--- config.mk ---
export PLATFORM = sky130hd
export DESIGN_NAME = exc_ctrl
export DESIGN_NICKNAME = d
export VERILOG_FILES = /design/src/rtl/exc_ctrl_pkg.sv /design/src/rtl/exc_ctrl_timer.sv /design/src/rtl/exc_ctrl.sv
export SDC_FILE = /design/constraint.sdc
export NUM_CORES = 1
export LEC_CHECK = 0
export CAP_MARGIN = 10
export CORE_MARGIN = 5
export CORE_UTILIZATION = 50
export CTS_CLUSTER_SIZE = 16
export DETAILED_ROUTE_END_ITERATION = 10
export DONT_BUFFER_PORTS = 1
export SYNTH_ARGS = -nofsm -noshare
export SYNTH_HDL_FRONTEND = slang
export SYNTH_SLANG_ARGS = --single-unit
--- constraint.sdc ---
create_clock -name i_clk -period 2.31 [get_ports i_clk]
set_input_delay 0.3465 -clock i_clk [delete_from_list [all_inputs] [get_ports i_clk]]
set_output_delay 0.3465 -clock i_clk [all_outputs]
set_load 0.01 [all_outputs]
--- src/rtl/exc_ctrl_pkg.sv ---
// Shared cop0 operation codes, MIPS ExcCode values and sequencer state for exc_ctrl.
// The optional interval timer is enabled with the COP_TIMER_EN macro.
package exc_ctrl_pkg;

  localparam int unsigned XLEN   = 32;
  localparam int unsigned CODE_W = 20;
  localparam int unsigned CAUSE_W = 5;

  typedef enum logic [2:0] {
    COP_OP_NOP = 3'd0,
    COP_OP_MV  = 3'd1,
    COP_OP_EN  = 3'd2,
    COP_OP_DIS = 3'd3,
    COP_OP_RET = 3'd4,
    COP_OP_SYS = 3'd5,
    COP_OP_BRK = 3'd6,
    COP_OP_EXC = 3'd7
  } cop_op_e;

  localparam logic [CAUSE_W-1:0] EXC_INT = 5'd0;
  localparam logic [CAUSE_W-1:0] EXC_SYS = 5'd8;
  localparam logic [CAUSE_W-1:0] EXC_BP  = 5'd9;
  localparam logic [CAUSE_W-1:0] EXC_RI  = 5'd10;
  localparam logic [CAUSE_W-1:0] EXC_OV  = 5'd11 + 5'd1;

  typedef enum logic [1:0] {
    ST_IDLE     = 2'd0,
    ST_CAPTURE  = 2'd1,
    ST_FLUSH    = 2'd2,
    ST_REDIRECT = 2'd3
  } exc_state_e;

  // Return address for a faulting instruction that is considered executed.
  function automatic logic [XLEN-1:0] next_pc(input logic [XLEN-1:0] pc);
    return pc + XLEN'(4);
  endfunction

endpackage

--- src/rtl/exc_ctrl_timer.sv ---
// cop_timer: free-running COUNT, software-loaded COMPARE and the sticky timer-pending bit.
// Only instantiated when COP_TIMER_EN is defined.
module cop_timer
  import exc_ctrl_pkg::*;
(
  input  logic            i_clk,
  input  logic            i_rst,
  input  logic            i_cmp_wr,
  input  logic [XLEN-1:0] i_cmp_data,
  output logic            o_pending,
  output logic [XLEN-1:0] o_count
);

  logic [XLEN-1:0] r_count;
  logic [XLEN-1:0] r_compare;
  logic            r_pending;
  logic            w_match;

  assign w_match = (r_count == r_compare) && (r_compare != '0);

  // A COMPARE write acknowledges the timer and beats a match in the same cycle.
  always_ff @(posedge i_clk) begin
    if (i_rst) begin
      r_count   <= '0;
      r_compare <= '0;
      r_pending <= 1'b0;
    end else begin
      r_count <= r_count + XLEN'(1);
      if (i_cmp_wr) begin
        r_compare <= i_cmp_data;
        r_pending <= 1'b0;
      end else if (w_match) begin
        r_pending <= 1'b1;
      end
    end
  end

  assign o_pending = r_pending;
  assign o_count   = r_count;

endmodule

--- src/rtl/exc_ctrl.sv ---
// exc_ctrl: picks one exception/eret/interrupt per event, issues a single cop0 op, then flushes and redirects fetch.
// Define COP_TIMER_EN to OR the cop_timer pending bit into the top interrupt line.
module exc_ctrl
  import exc_ctrl_pkg::*;
#(
  parameter int unsigned IRQ_W        = 6,
  parameter int unsigned FLUSH_CYCLES = 2
) (
  input  logic                 i_clk,
  input  logic                 i_rst,
  input  logic                 i_ex_valid,
  input  logic [XLEN-1:0]      i_ex_pc,
  input  logic                 i_ex_syscall,
  input  logic                 i_ex_break,
  input  logic                 i_ex_ri,
  input  logic                 i_ex_ovf,
  input  logic                 i_ex_eret,
  input  logic [CODE_W-1:0]    i_ex_code,
  input  logic [IRQ_W-1:0]     i_irq,
  input  logic                 i_status_ie,
  input  logic                 i_status_exl,
  input  logic                 i_cmp_wr,
  input  logic [XLEN-1:0]      i_cmp_data,
  input  logic [XLEN-1:0]      i_cop_rdata,
  output logic [2:0]           o_cop_op,
  output logic [CODE_W-1:0]    o_cop_code,
  output logic [XLEN-1:0]      o_cop_next_pc,
  output logic [CAUSE_W-1:0]   o_exc_cause,
  output logic                 o_stall,
  output logic                 o_pipe_flush,
  output logic                 o_pc_redirect,
  output logic [XLEN-1:0]      o_redirect_pc
);

  localparam int unsigned CNT_W = $clog2(FLUSH_CYCLES + 1);

  exc_state_e          r_state;
  logic [CNT_W-1:0]    r_flush_cnt;
  logic [IRQ_W-1:0]    r_irq_q;
  cop_op_e             r_cop_op;
  logic [CODE_W-1:0]   r_cop_code;
  logic [XLEN-1:0]     r_cop_next_pc;
  logic [CAUSE_W-1:0]  r_exc_cause;
  logic                r_stall;
  logic                r_pipe_flush;
  logic                r_pc_redirect;
  logic [XLEN-1:0]     r_redirect_pc;

  logic [IRQ_W-1:0]    w_irq_in;
  logic                w_int_req;
  logic                w_evt;
  logic                w_is_eret;
  cop_op_e             w_op;
  logic [CODE_W-1:0]   w_code;
  logic [XLEN-1:0]     w_npc;
  logic [CAUSE_W-1:0]  w_cause;

`ifdef COP_TIMER_EN
  logic                w_timer_pend;
  logic [XLEN-1:0]     w_timer_count;

  cop_timer u_cop_timer (
    .i_clk      (i_clk),
    .i_rst      (i_rst),
    .i_cmp_wr   (i_cmp_wr),
    .i_cmp_data (i_cmp_data),
    .o_pending  (w_timer_pend),
    .o_count    (w_timer_count)
  );

  logic w_unused_count;
  assign w_unused_count = ^w_timer_count;
  assign w_irq_in = i_irq | {w_timer_pend, {(IRQ_W-1){1'b0}}};
`else
  logic w_unused_cmp;
  assign w_unused_cmp = i_cmp_wr ^ (^i_cmp_data);
  assign w_irq_in = i_irq;
`endif

  assign w_int_req = (|r_irq_q) & i_status_ie & ~i_status_exl;

  // Fixed-priority event select; an interrupt pre-empts the EX instruction, so EPC is its own PC.
  always_comb begin
    w_evt     = 1'b1;
    w_is_eret = 1'b0;
    w_op      = COP_OP_NOP;
    w_code    = '0;
    w_npc     = '0;
    w_cause   = EXC_INT;
    if (w_int_req) begin
      w_op  = COP_OP_EXC;
      w_npc = i_ex_pc;
    end else if (i_ex_valid && i_ex_ri) begin
      w_op    = COP_OP_EXC;
      w_npc   = next_pc(i_ex_pc);
      w_cause = EXC_RI;
    end else if (i_ex_valid && i_ex_syscall) begin
      w_op    = COP_OP_SYS;
      w_code  = i_ex_code;
      w_npc   = next_pc(i_ex_pc);
      w_cause = EXC_SYS;
    end else if (i_ex_valid && i_ex_break) begin
      w_op    = COP_OP_BRK;
      w_code  = i_ex_code;
      w_npc   = next_pc(i_ex_pc);
      w_cause = EXC_BP;
    end else if (i_ex_valid && i_ex_ovf) begin
      w_op    = COP_OP_EXC;
      w_npc   = next_pc(i_ex_pc);
      w_cause = EXC_OV;
    end else if (i_ex_valid && i_ex_eret) begin
      w_op      = COP_OP_RET;
      w_is_eret = 1'b1;
    end else begin
      w_evt = 1'b0;
    end
  end

  // Sequencer: IDLE -> CAPTURE -> FLUSH (FLUSH_CYCLES) -> REDIRECT -> IDLE.
  always_ff @(posedge i_clk) begin
    if (i_rst) begin
      r_state       <= ST_IDLE;
      r_flush_cnt   <= '0;
      r_irq_q       <= '0;
      r_cop_op      <= COP_OP_NOP;
      r_cop_code    <= '0;
      r_cop_next_pc <= '0;
      r_exc_cause   <= '0;
      r_stall       <= 1'b0;
      r_pipe_flush  <= 1'b0;
      r_pc_redirect <= 1'b0;
      r_redirect_pc <= '0;
    end else begin
      r_irq_q <= w_irq_in;
      case (r_state)
        ST_IDLE: begin
          if (w_evt) begin
            r_state       <= ST_CAPTURE;
            r_cop_op      <= w_op;
            r_cop_code    <= w_code;
            r_cop_next_pc <= w_npc;
            if (!w_is_eret) r_exc_cause <= w_cause;
            r_stall       <= 1'b1;
            r_pipe_flush  <= 1'b1;
          end
        end
        ST_CAPTURE: begin
          // cop0 answers combinationally while the op is on the bus.
          r_redirect_pc <= i_cop_rdata;
          r_cop_op      <= COP_OP_NOP;
          r_flush_cnt   <= CNT_W'(FLUSH_CYCLES);
          r_state       <= ST_FLUSH;
        end
        ST_FLUSH: begin
          if (r_flush_cnt == CNT_W'(1)) begin
            r_state       <= ST_REDIRECT;
            r_stall       <= 1'b0;
            r_pipe_flush  <= 1'b0;
            r_pc_redirect <= 1'b1;
          end else begin
            r_flush_cnt <= r_flush_cnt - CNT_W'(1);
          end
        end
        ST_REDIRECT: begin
          r_pc_redirect <= 1'b0;
          r_state       <= ST_IDLE;
        end
        default: begin
          r_state <= ST_IDLE;
        end
      endcase
    end
  end

  assign o_cop_op      = r_cop_op;
  assign o_cop_code    = r_cop_code;
  assign o_cop_next_pc = r_cop_next_pc;
  assign o_exc_cause   = r_exc_cause;
  assign o_stall       = r_stall;
  assign o_pipe_flush  = r_pipe_flush;
  assign o_pc_redirect = r_pc_redirect;
  assign o_redirect_pc = r_redirect_pc;

endmodule

==> results.ini <==
[status]
status=complete, no violations

[sta]
period_share_pct=89.82
drv_slew=0
tns_ps=0
worstMarginPinSlew_ps=937.8
rsz0062_at_grt=false
fmax_mhz=482.0
period_needed_ps=2075
whs_ps=35.49
relSlewSlack_pct=37.11
hold_viol_final=0
finalSetupViolCount=0
fin_skew_ps=14.52

[pwr]
p_per_area_mw_per_mm2=1021
clockPowerShare_pct=22.8
ir_worst_vdd_uv=609.9
p_comb_share_pct=25.1
power.internal_mw=3.111
switching_share_pct=34.39
p_sw_mw=1.630
power_frac_seq_pct=52.1
power_leakage_nw=1.898
power_mw=4.741

[logic_synthesis]
synth_commonest_cells=103 x dfxtp_1, 57 x nor2_1, 45 x a22o_1
synth_cells=438
synth.avg_cell_area_um2=9.884
synth.most_common_cell=dfxtp_1
synthArstFlopShare_pct=0
yosys.cell_types.count=48
synth_area_mm2=0.004329
yosys-top-cells-area=dfxtp_1 48%, a22o_1 9.1%, mux2i_1 7.6%
synth_flop_cell=dfxtp_1
synth_nets=578
synth_edf_count=0
synth_seq_area_share_pct=47.63
ys_seq_elements=103
yosys_warnings=0
synth_top_area_share_pct=47.63
yosys.area.top_type=dfxtp_1

[layout]
finalNetCount=574
drive_above_1_share_pct=8.656
antenna_cells=0
syn_to_final_growth_pct=7.225
nFillCells=793

[critical_path]
crit_end=o_cop_next_pc[27]
critical_path_class=register to register
r2r_start=r_irq_q[1]
crit_slowest_cell=or4_4
endpoint_kind=register
timing.rr.end=o_cop_next_pc[27]
r2r_cells=5
cp-start-kind=register
cp.required_ps=2560
cp_data_arrival_time_ps=2330
cp_max_fo=12
cp_slowest_stage_delay_ps=630
cp_cell_sequence=nor4_4 -> a22oi_4 -> or4_4 -> o211a_1 -> a211o_1
rrSetupSlack_ps=240
crit_path_start=r_irq_q[1]

[detailed_routing]
wl_met2_mm=4.867
dr.pass1.iters=5
wl_mm=9.998
num_vias=3226
routed_via_density=5.898
top_layer=met4
post_drt_wl_per_cell_um=18.28
post-route-drc-count=0
ant_nets=0
met1_length_mm=3.835
drt_iter0_markers=95
wl_met3_mm=1.118

[clocking]
cts_buffers=9
clock_latency_ps=370
clockBufferDepth=2
cts_hold_buf=0
htree_levels=3
cts.sinks=103
post_cts_buffers=0
cts_resized=0
cts_tree=built
root_buffer=clkbuf_8
clk_pin_slew_ps=100

[floorplanning]
initial_core_util_pct=50.38
core_mm2=0.008593
die_x_um=103.1
rows=34
io_pins=228
dieHeight_um=103.1
design.die.area_mm2=0.01062

[job]
cap_violations=0

[min_path]
min_path_type=primary input to register
hold_start=i_rst

[global_route]
antenna_found_initial=0
grt_pass1_vias=3078
grt_pass1_wl_mm=15.12
grtUsageTotal_pct=18.13
overflow=0
grt_max_degree=56

[placed_design]
port_buffers=0
detailed_place_hpwl_mm=7.408
gp_congestion=0.7850

## worst max-delay path, delay by kind of cell (launching register included)
family | cells | cell delay (ps)
DFF | 1 | 340
and+or+nand+nor | 2 | 1040
AOI/OAI and AO/OA | 3 | 590
## routing by layer
metal	GRT usage, %	vias to the layer above
li1	-	1585
met1	20.84	1491
met2	29.11	134
met3	8.254	16
met4	7.769	0
met5	0	-
## area by class of cell
| type | instances | area, um^2 | share of cell area, % |
|---|---|---|---|
| multi-input combinational | 300 | 2123 | 45.74 |
| clock inverter | 6 | 51.30 | 1.105 |
| clock buffer | 10 | 137.6 | 2.965 |
| sequential | 103 | 2062 | 44.42 |
| tap | 108 | 135.1 | 2.911 |
| timing repair buffer | 12 | 102.6 | 2.210 |
| inverter | 8 | 30.03 | 0.6469 |
## registers in the layout (all words and copies together) (netlist names)
| name | count |
|---|---|
| o_cop_code | 20 |
| o_cop_next_pc | 32 |
| o_cop_op | 3 |
| o_exc_cause | 4 |
| o_pc_redirect | 1 |
| o_pipe_flush | 1 |
| o_redirect_pc | 32 |
| r_flush_cnt | 2 |
| r_irq_q | 6 |
| r_state | 2 |
## worst min path at each step
| stage | end | slack, ps | cells after the start |
|---|---|---|---|
| 2_1_floorplan | r_flush_cnt[0] | 440 | 1 |
| 3_3_place_gp | o_redirect_pc[13] | 420 | 1 |
| 3_5_place_dp | o_exc_cause[1] | 430 | 1 |
| 4_1_cts | o_redirect_pc[10] | 20 | 1 |
| 5_1_grt | o_exc_cause[1] | 7 | 1 |
| 6_report | o_redirect_pc[6] | 40 | 1 |
## cells by family (layout without fill, tap and decap cells)
group	after synthesis	count (layout)	synth area share (%)
simple gates	149	149	17.75
fa+ha+maj	7	7	2.023
buf+inv	35	36	3.641
flops	103	103	47.63
other cells	1	1	0.08662
compound gates	89	89	16.99
mux	33	33	7.630
xor+xnor	21	21	4.248
## power by group through the flow
stage | Clock, mW | Sequential [mW] | Combinational [mW]
floorplan | 0 | 2.43 | 0.988
global placement | 0 | 2.51 | 1.17
detailed placement | 0 | 2.51 | 1.21
CTS | 1.13 | 2.48 | 1.20
global route | 1.21 | 2.52 | 1.34
finish | 1.08 | 2.47 | 1.19
## through the flow
step / area (um^2) / setup WS (ps) / util [%] / instances
after floorplan: 4329 / 247.9 / - / 438
after detailed placement: 4453 / 170.3 / 51.82 / 531
after global routing: 4642 / 24.86 / 54.02 / 547
after global placement: 4453 / 210.7 / 51.82 / 531
final: 4642 / 235.1 / 54.02 / 547
after CTS: 4642 / 197.2 / 54.02 / 547
## layout by cell type (no fill, tap or decap), types with 2 or more instances in the layout
| cell | Yosys | final |
|---|---|---|
| clkinv_4 | 0 | 2 |
| ha_1 | 7 | 6 |
| dfxtp_1 | 103 | 103 |
| inv_6 | 0 | 2 |
| nor3_1 | 15 | 15 |
| nand2_1 | 16 | 16 |
| a22o_1 | 45 | 45 |
| xor2_1 | 17 | 17 |
| clkbuf_8 | 0 | 10 |
| xnor2_1 | 4 | 4 |
| o211a_1 | 6 | 6 |
| nor2_1 | 57 | 56 |
| a311oi_1 | 2 | 2 |
| buf_4 | 2 | 11 |
| mux2i_1 | 33 | 33 |
| and4_1 | 6 | 6 |
| a22oi_1 | 3 | 3 |
| inv_1 | 8 | 8 |
| nor4_1 | 11 | 11 |
| a211o_1 | 7 | 7 |
| o21ai_0 | 4 | 4 |
| nor3b_1 | 3 | 3 |
| o21ai_1 | 2 | 2 |
| nand2b_1 | 2 | 2 |
| or2_2 | 2 | 2 |
| nand4_1 | 10 | 10 |
| a211oi_1 | 5 | 5 |
| a21oi_1 | 7 | 7 |
| nor2b_1 | 9 | 9 |
| nand3_1 | 10 | 10 |
(Power assumes the default switching activity.)
